## config.mk

```make
export PLATFORM = sky130hd
export DESIGN_NAME = imm_ext_arbiter_flat
export DESIGN_NICKNAME = d
export VERILOG_FILES = /design/src/rtl/imm_ext_if.sv /design/src/rtl/imm_ext_arbiter.sv /design/src/flat_wrapper.sv
export SDC_FILE = /design/constraint.sdc
export NUM_CORES = 1
export LEC_CHECK = 0
export CAP_MARGIN = 10
export CORE_AREA = 3 3 40 42
export DETAILED_ROUTE_END_ITERATION = 7
export DIE_AREA = 0 0 43 45
export GPL_TIMING_DRIVEN = 1
export PLACE_DENSITY_LB_ADDON = 0.08
export SLEW_MARGIN = 20
export SYNTH_ARGS = -nofsm -noshare
export SYNTH_HDL_FRONTEND = slang
export SYNTH_SLANG_ARGS = --single-unit
```

## constraint.sdc

```tcl
create_clock -name clk -period 1.65 [get_ports clk]
set_input_delay 0.2475 -clock clk [delete_from_list [all_inputs] [get_ports clk]]
set_output_delay 0.2475 -clock clk [all_outputs]
set_load 0.02 [all_outputs]
```

## src/rtl/imm_ext_if.sv

```systemverilog
// imm_ext_if: request/response bundle between requesters and the shared immediate extender
interface imm_ext_if #(
   parameter int NREQ  = 2,
   parameter int IN_W  = 3,
   parameter int OUT_W = 8,
   parameter int ID_W  = (NREQ > 1) ? $clog2(NREQ) : 1
);
   logic [NREQ-1:0]      req_valid;
   logic [NREQ*IN_W-1:0] req_imm;
   logic [NREQ-1:0]      req_sext;
   logic [NREQ-1:0]      req_ready;
   logic                 resp_valid;
   logic                 resp_ready;
   logic [OUT_W-1:0]     resp_data;
   logic [ID_W-1:0]      resp_id;
   logic                 busy;
   modport master (output req_valid, req_imm, req_sext, resp_ready,
                   input  req_ready, resp_valid, resp_data, resp_id, busy);
   modport slave  (input  req_valid, req_imm, req_sext, resp_ready,
                   output req_ready, resp_valid, resp_data, resp_id, busy);
endinterface

```

## src/rtl/imm_ext_arbiter.sv

```systemverilog
// imm_ext_arbiter: round-robin arbiter feeding one sign/zero immediate extender
module imm_ext_arbiter #(
   parameter int NREQ  = 2,
   parameter int IN_W  = 3,
   parameter int OUT_W = 8,
   parameter int ID_W  = (NREQ > 1) ? $clog2(NREQ) : 1
) (
   input logic        clk,
   input logic        rst_n,
   imm_ext_if.slave   bus
);
   logic [ID_W-1:0]   ptr, win, nxt;
   logic [ID_W:0]     s;
   logic [2*NREQ-1:0] rot;
   logic [IN_W-1:0]   imm;
   logic              sx, any, grant;
   logic [OUT_W-1:0]  ext;
   always_comb begin
      // rotate so bit 0 is the pointer's requester; lowest set bit wins
      rot = {bus.req_valid, bus.req_valid} >> ptr;
      s = '0;
      any = 1'b0;
      for (int k = NREQ-1; k >= 0; k--)
         if (rot[k]) begin
            s = {1'b0, ptr} + (ID_W+1)'(k);
            any = 1'b1;
         end
      win = (s >= (ID_W+1)'(NREQ)) ? ID_W'(s - (ID_W+1)'(NREQ)) : s[ID_W-1:0];
      nxt = (win == ID_W'(NREQ-1)) ? '0 : win + ID_W'(1);
      imm = '0;
      sx = 1'b0;
      for (int i = 0; i < NREQ; i++)
         if (win == ID_W'(i)) begin
            imm = bus.req_imm[i*IN_W +: IN_W];
            sx = bus.req_sext[i];
         end
      ext = {{(OUT_W-IN_W){sx & imm[IN_W-1]}}, imm};
      grant = rst_n & any & (~bus.resp_valid | bus.resp_ready);
      bus.req_ready = grant ? NREQ'(1) << win : '0;
   end
   assign bus.busy = bus.resp_valid & ~bus.resp_ready;
   always_ff @(posedge clk or negedge rst_n)
      if (!rst_n) begin
         bus.resp_valid <= 1'b0;
         bus.resp_data <= '0;
         bus.resp_id <= '0;
         ptr <= '0;
      end else if (grant) begin
         bus.resp_valid <= 1'b1;
         bus.resp_data <= ext;
         bus.resp_id <= win;
         ptr <= nxt;
      end else if (bus.resp_ready)
         bus.resp_valid <= 1'b0;
   // a waiting requester must not withdraw or alter its immediate before grant
   for (genvar i = 0; i < NREQ; i++) begin : g_hold
      assert property (@(posedge clk) disable iff (!rst_n)
         bus.req_valid[i] && !bus.req_ready[i] |=>
         bus.req_valid[i] && $stable(bus.req_sext[i]) && $stable(bus.req_imm[i*IN_W +: IN_W]));
   end
endmodule

```

## src/flat_wrapper.sv

```systemverilog
// flat-port wrapper written by rule: the top's interface ports become plain ports
module imm_ext_arbiter_flat 
#(
   parameter int NREQ  = 2,
   parameter int IN_W  = 3,
   parameter int OUT_W = 8,
   parameter int ID_W  = (NREQ > 1) ? $clog2(NREQ) : 1
)
  (clk, rst_n, bus_req_valid, bus_req_imm, bus_req_sext, bus_resp_ready, bus_req_ready, bus_resp_valid, bus_resp_data, bus_resp_id, bus_busy);
  imm_ext_if #(.NREQ(NREQ), .IN_W(IN_W), .OUT_W(OUT_W), .ID_W(ID_W)) bus_i ();
  input logic clk;
  input logic rst_n;
  input wire logic [$bits(bus_i.req_valid)-1:0] bus_req_valid;
  input wire logic [$bits(bus_i.req_imm)-1:0] bus_req_imm;
  input wire logic [$bits(bus_i.req_sext)-1:0] bus_req_sext;
  input wire logic [$bits(bus_i.resp_ready)-1:0] bus_resp_ready;
  output wire logic [$bits(bus_i.req_ready)-1:0] bus_req_ready;
  output wire logic [$bits(bus_i.resp_valid)-1:0] bus_resp_valid;
  output wire logic [$bits(bus_i.resp_data)-1:0] bus_resp_data;
  output wire logic [$bits(bus_i.resp_id)-1:0] bus_resp_id;
  output wire logic [$bits(bus_i.busy)-1:0] bus_busy;
  assign bus_i.req_valid = bus_req_valid;
  assign bus_i.req_imm = bus_req_imm;
  assign bus_i.req_sext = bus_req_sext;
  assign bus_i.resp_ready = bus_resp_ready;
  assign bus_req_ready = bus_i.req_ready;
  assign bus_resp_valid = bus_i.resp_valid;
  assign bus_resp_data = bus_i.resp_data;
  assign bus_resp_id = bus_i.resp_id;
  assign bus_busy = bus_i.busy;
  imm_ext_arbiter #(.NREQ(NREQ), .IN_W(IN_W), .OUT_W(OUT_W), .ID_W(ID_W)) u_core (.clk(clk), .rst_n(rst_n), .bus(bus_i));
endmodule
```

==> summary.txt <==
GRT
  • Total congestion overflow after global routing: 0
  • GRT Total Usage: 0.112
  • Via count of the first global-routing pass: 396
  • Antenna violations before repair: 0
  • Maximum number of pins on one net before global-route repair: 8
  • Wire length of the first global-routing pass: 1.61 mm

Timing
  • Pin slew with the least headroom to its limit: 0.226 ns
  • Setup Skew: 0.00798 ns
  • Fin. max-slew vios: 0
  • Final critical-path share of the clock period: 0.949
  • Smallest hold slack: 0.342 ns
  • Setup repair after global routing missed its margin: false
  • # setup viols final: 0
  • Final-report hold violation count: 0
  • Total negative slack for setup checks: 0 ns
  • Slew margin rel.: 0.849
  • Max Freq: 638 MHz
  • Tmin final: 1.57 ns

Routing
  • Drt initial violations: 1
  • DR vias/cell: 4.52
  • Residual antenna-violating net count after detailed routing: 0
  • Via count: 416
  • # DRC: 0
  • Detailed-route wire length: 1.06 mm
  • Wire per inst: 11.5 um
  • DR pass1 iterations: 2

Critical path
  • Critical path start-end classification: register to primary output
  • CP Launch Type: register
  • Family with the most delay on the worst path: buffers and inverters
  • Number of buffer and inverter instances along the worst setup path: 1
  • CP max stage delay: 0.64 ns
  • Cell Chain, Critical Path: clkdlybuf4s50_1
  • Crit path capture type: primary output
  • WP data required: 1.40 ns
  • Critical Path Slowest Stage Cell: sky130_fd_sc_hd__clkdlybuf4s50_1
  • Minimum setup slack among reg-to-reg paths: 0.50 ns
  • Maximum fanout along the worst path: 6
  • Critical Path AT: 1.32 ns

Clock tree
  • Insertion delay of the later-clocked pin in the worst-skew pair: 0.25 ns
  • Clock sink total: 7
  • Clock tree from TritonCTS: yes
  • H-tree levels: 1
  • Total CTS buffers: 3
  • Clock transition at the registers of the reported paths: 0.06 ns
  • Cts hold-fix bufs: 0
  • Clock root buffer: sky130_fd_sc_hd__clkbuf_4
  • Maximum clock insertion buffer count: 2

Yosys
  • Part of the Yosys area used for sequential elements: 0.423
  • Gate count after technology mapping: 44
  • Netlist cell types: 20
  • Summed instance area of the synthesized netlist: 414 um^2
  • Avg Inst Size Synth: 9.41 um^2
  • Seq cells post-synth: 7
  • Total of warnings raised by yosys: 0
  • Post-Synthesis Net Count: 57

Pwr
  • Net Switching: 0.223 mW
  • Pwr Total: 0.683 mW
  • Worst IR drop on VDD: 0.393 mV
  • Power density normalized to cell area: 913 nW/um^2
  • Leak Pwr: 0.348 nW
  • Internal power contribution: 0.460 mW
  • Power share of the clock group: 0.228
  • Sequential share of power: 0.334
  • Comb pwr share: 0.438
  • Fraction of power spent switching nets: 0.327

Floorplan
  • Die Outline Area: 1940 um^2
  • Width of the chip: 43 um
  • Number of top-level design ports: 26
  • Number of rows created at floorplan: 13
  • Starting density of the core: 0.322
  • Placeable core region: 1280 um^2
  • Chip height: 45 um

Final layout
  • Final core area utilization: 0.582
  • Layout area overhead: 80.7%
  • Ant diodes: 0
  • Total area of multi-input combinational cells: 198 um^2
  • Ratio of cells with drive above 1 in the final layout: 0.299
  • Number of nets in the finished design: 91
  • Fill cells: 137
  • Most common cell after layout, fill and taps aside: sky130_fd_sc_hd__clkdlybuf4s50_1
  • Commonest non-fill, non-tap cells in the layout: sky130_fd_sc_hd__clkdlybuf4s50_1, sky130_fd_sc_hd__buf_4, sky130_fd_sc_hd__dfrtp_1
  • Reg area: 175 um^2

Place
  • Port buffer count: 25
  • Placed wire-length estimate: 853 um
  • Gp weighted congestion: 0.707

Min path
  • Min-delay worst type: primary input to asynchronous set/reset pin

Run status
  • Run status: complete, no violations

Flow run
  • Number of maximum-capacitance constraint violations: 0
[power groups by stage]
stage	clock, mW	sequential (mW)	combinational, mW
after global routing	0.174	0.232	0.319
after CTS	0.160	0.225	0.301
after detailed placement	0	0.227	0.303
after global placement	0	0.225	0.303
final	0.156	0.228	0.300
after floorplan	0	0.257	0.127
[registers in the layout (all words and copies together), names as in the netlist]
register	flops
u_core.bus.resp_data	4
u_core.bus.resp_id	1
u_core.bus.resp_valid	1
u_core.ptr	1
[worst paths after layout]
check	start	to	cells after the start
max	u_core.bus.resp_data[3]	bus_resp_data[6]	1
min	rst_n	u_core.bus.resp_id	2
min in group clk	bus_req_valid[1]	u_core.bus.resp_data[2]	4
min reg2reg	u_core.bus.resp_id	u_core.bus.resp_id	1
max reg2reg	u_core.bus.resp_valid	u_core.bus.resp_id	4
max in group asynchronous	rst_n	u_core.bus.resp_data[0]	2
[cells by family (layout without fill, tap and decap cells)]
logic type	Yosys count	in the layout	share of synthesized area
flops	7	7	0.423
buf+inv	9	42	0.136
mux	1	1	0.0362
compound gates	15	15	0.224
simple gates	12	12	0.181
[metal layers]
layer,up-vias,track usage,wire length [um]
met5,-,0,0
met4,0,0.0361,0
met3,0,0.0398,74
met2,13,0.189,533
met1,186,0.135,453
li1,217,-,-
[area by class of cell]
cell class / count / share of cell area
clock buffers: 4 / 0.0351
inverters: 2 / 0.0100
multi-input cells: 28 / 0.264
flip-flops and latches: 7 / 0.234
well taps: 15 / 0.0251
repair buffers: 36 / 0.431
[per-stage QoR]
step | worst slack, ns | area (um^2) | instances
2_1_floorplan | 0.0575 | 414 | 44
3_3_place_gp | -0.406 | 717 | 88
3_5_place_dp | -0.374 | 717 | 88
4_1_cts | 0.0160 | 741 | 92
5_1_grt | 0.0175 | 748 | 92
6_report | 0.0836 | 748 | 92
[Yosys cell counts]
library cell               instances  area share
sky130_fd_sc_hd__a21oi_1           6       0.073
sky130_fd_sc_hd__a31oi_1           4       0.060
sky130_fd_sc_hd__and2_4            1       0.021
sky130_fd_sc_hd__buf_4             4       0.073
sky130_fd_sc_hd__buf_6             1       0.027
sky130_fd_sc_hd__clkbuf_1          2       0.018
sky130_fd_sc_hd__dfrtp_1           7        0.42
sky130_fd_sc_hd__inv_1             2       0.018
sky130_fd_sc_hd__mux2_4            1       0.036
sky130_fd_sc_hd__nand2_1           1      0.0091
sky130_fd_sc_hd__nand2b_1          1       0.015
sky130_fd_sc_hd__nand3b_1          3       0.054
sky130_fd_sc_hd__nand4b_1          1       0.021
sky130_fd_sc_hd__nor2_1            2       0.018
sky130_fd_sc_hd__nor2b_1           1       0.015
sky130_fd_sc_hd__nor3_1            1       0.012
sky130_fd_sc_hd__o211ai_1          1       0.018
sky130_fd_sc_hd__o21a_4            1       0.036
sky130_fd_sc_hd__o21ai_0           3       0.036
sky130_fd_sc_hd__or2_2             1       0.015
[timing repair]
action,4_1_cts,5_1_grt
buffers inserted,0,0
gates cloned,0,0
endpoints found under the hold margin,0,0
resized for setup,10,7
setup endpoints to repair,3,3
pin swaps,0,0
No activity file was read; power rests on OpenSTA's default activity.
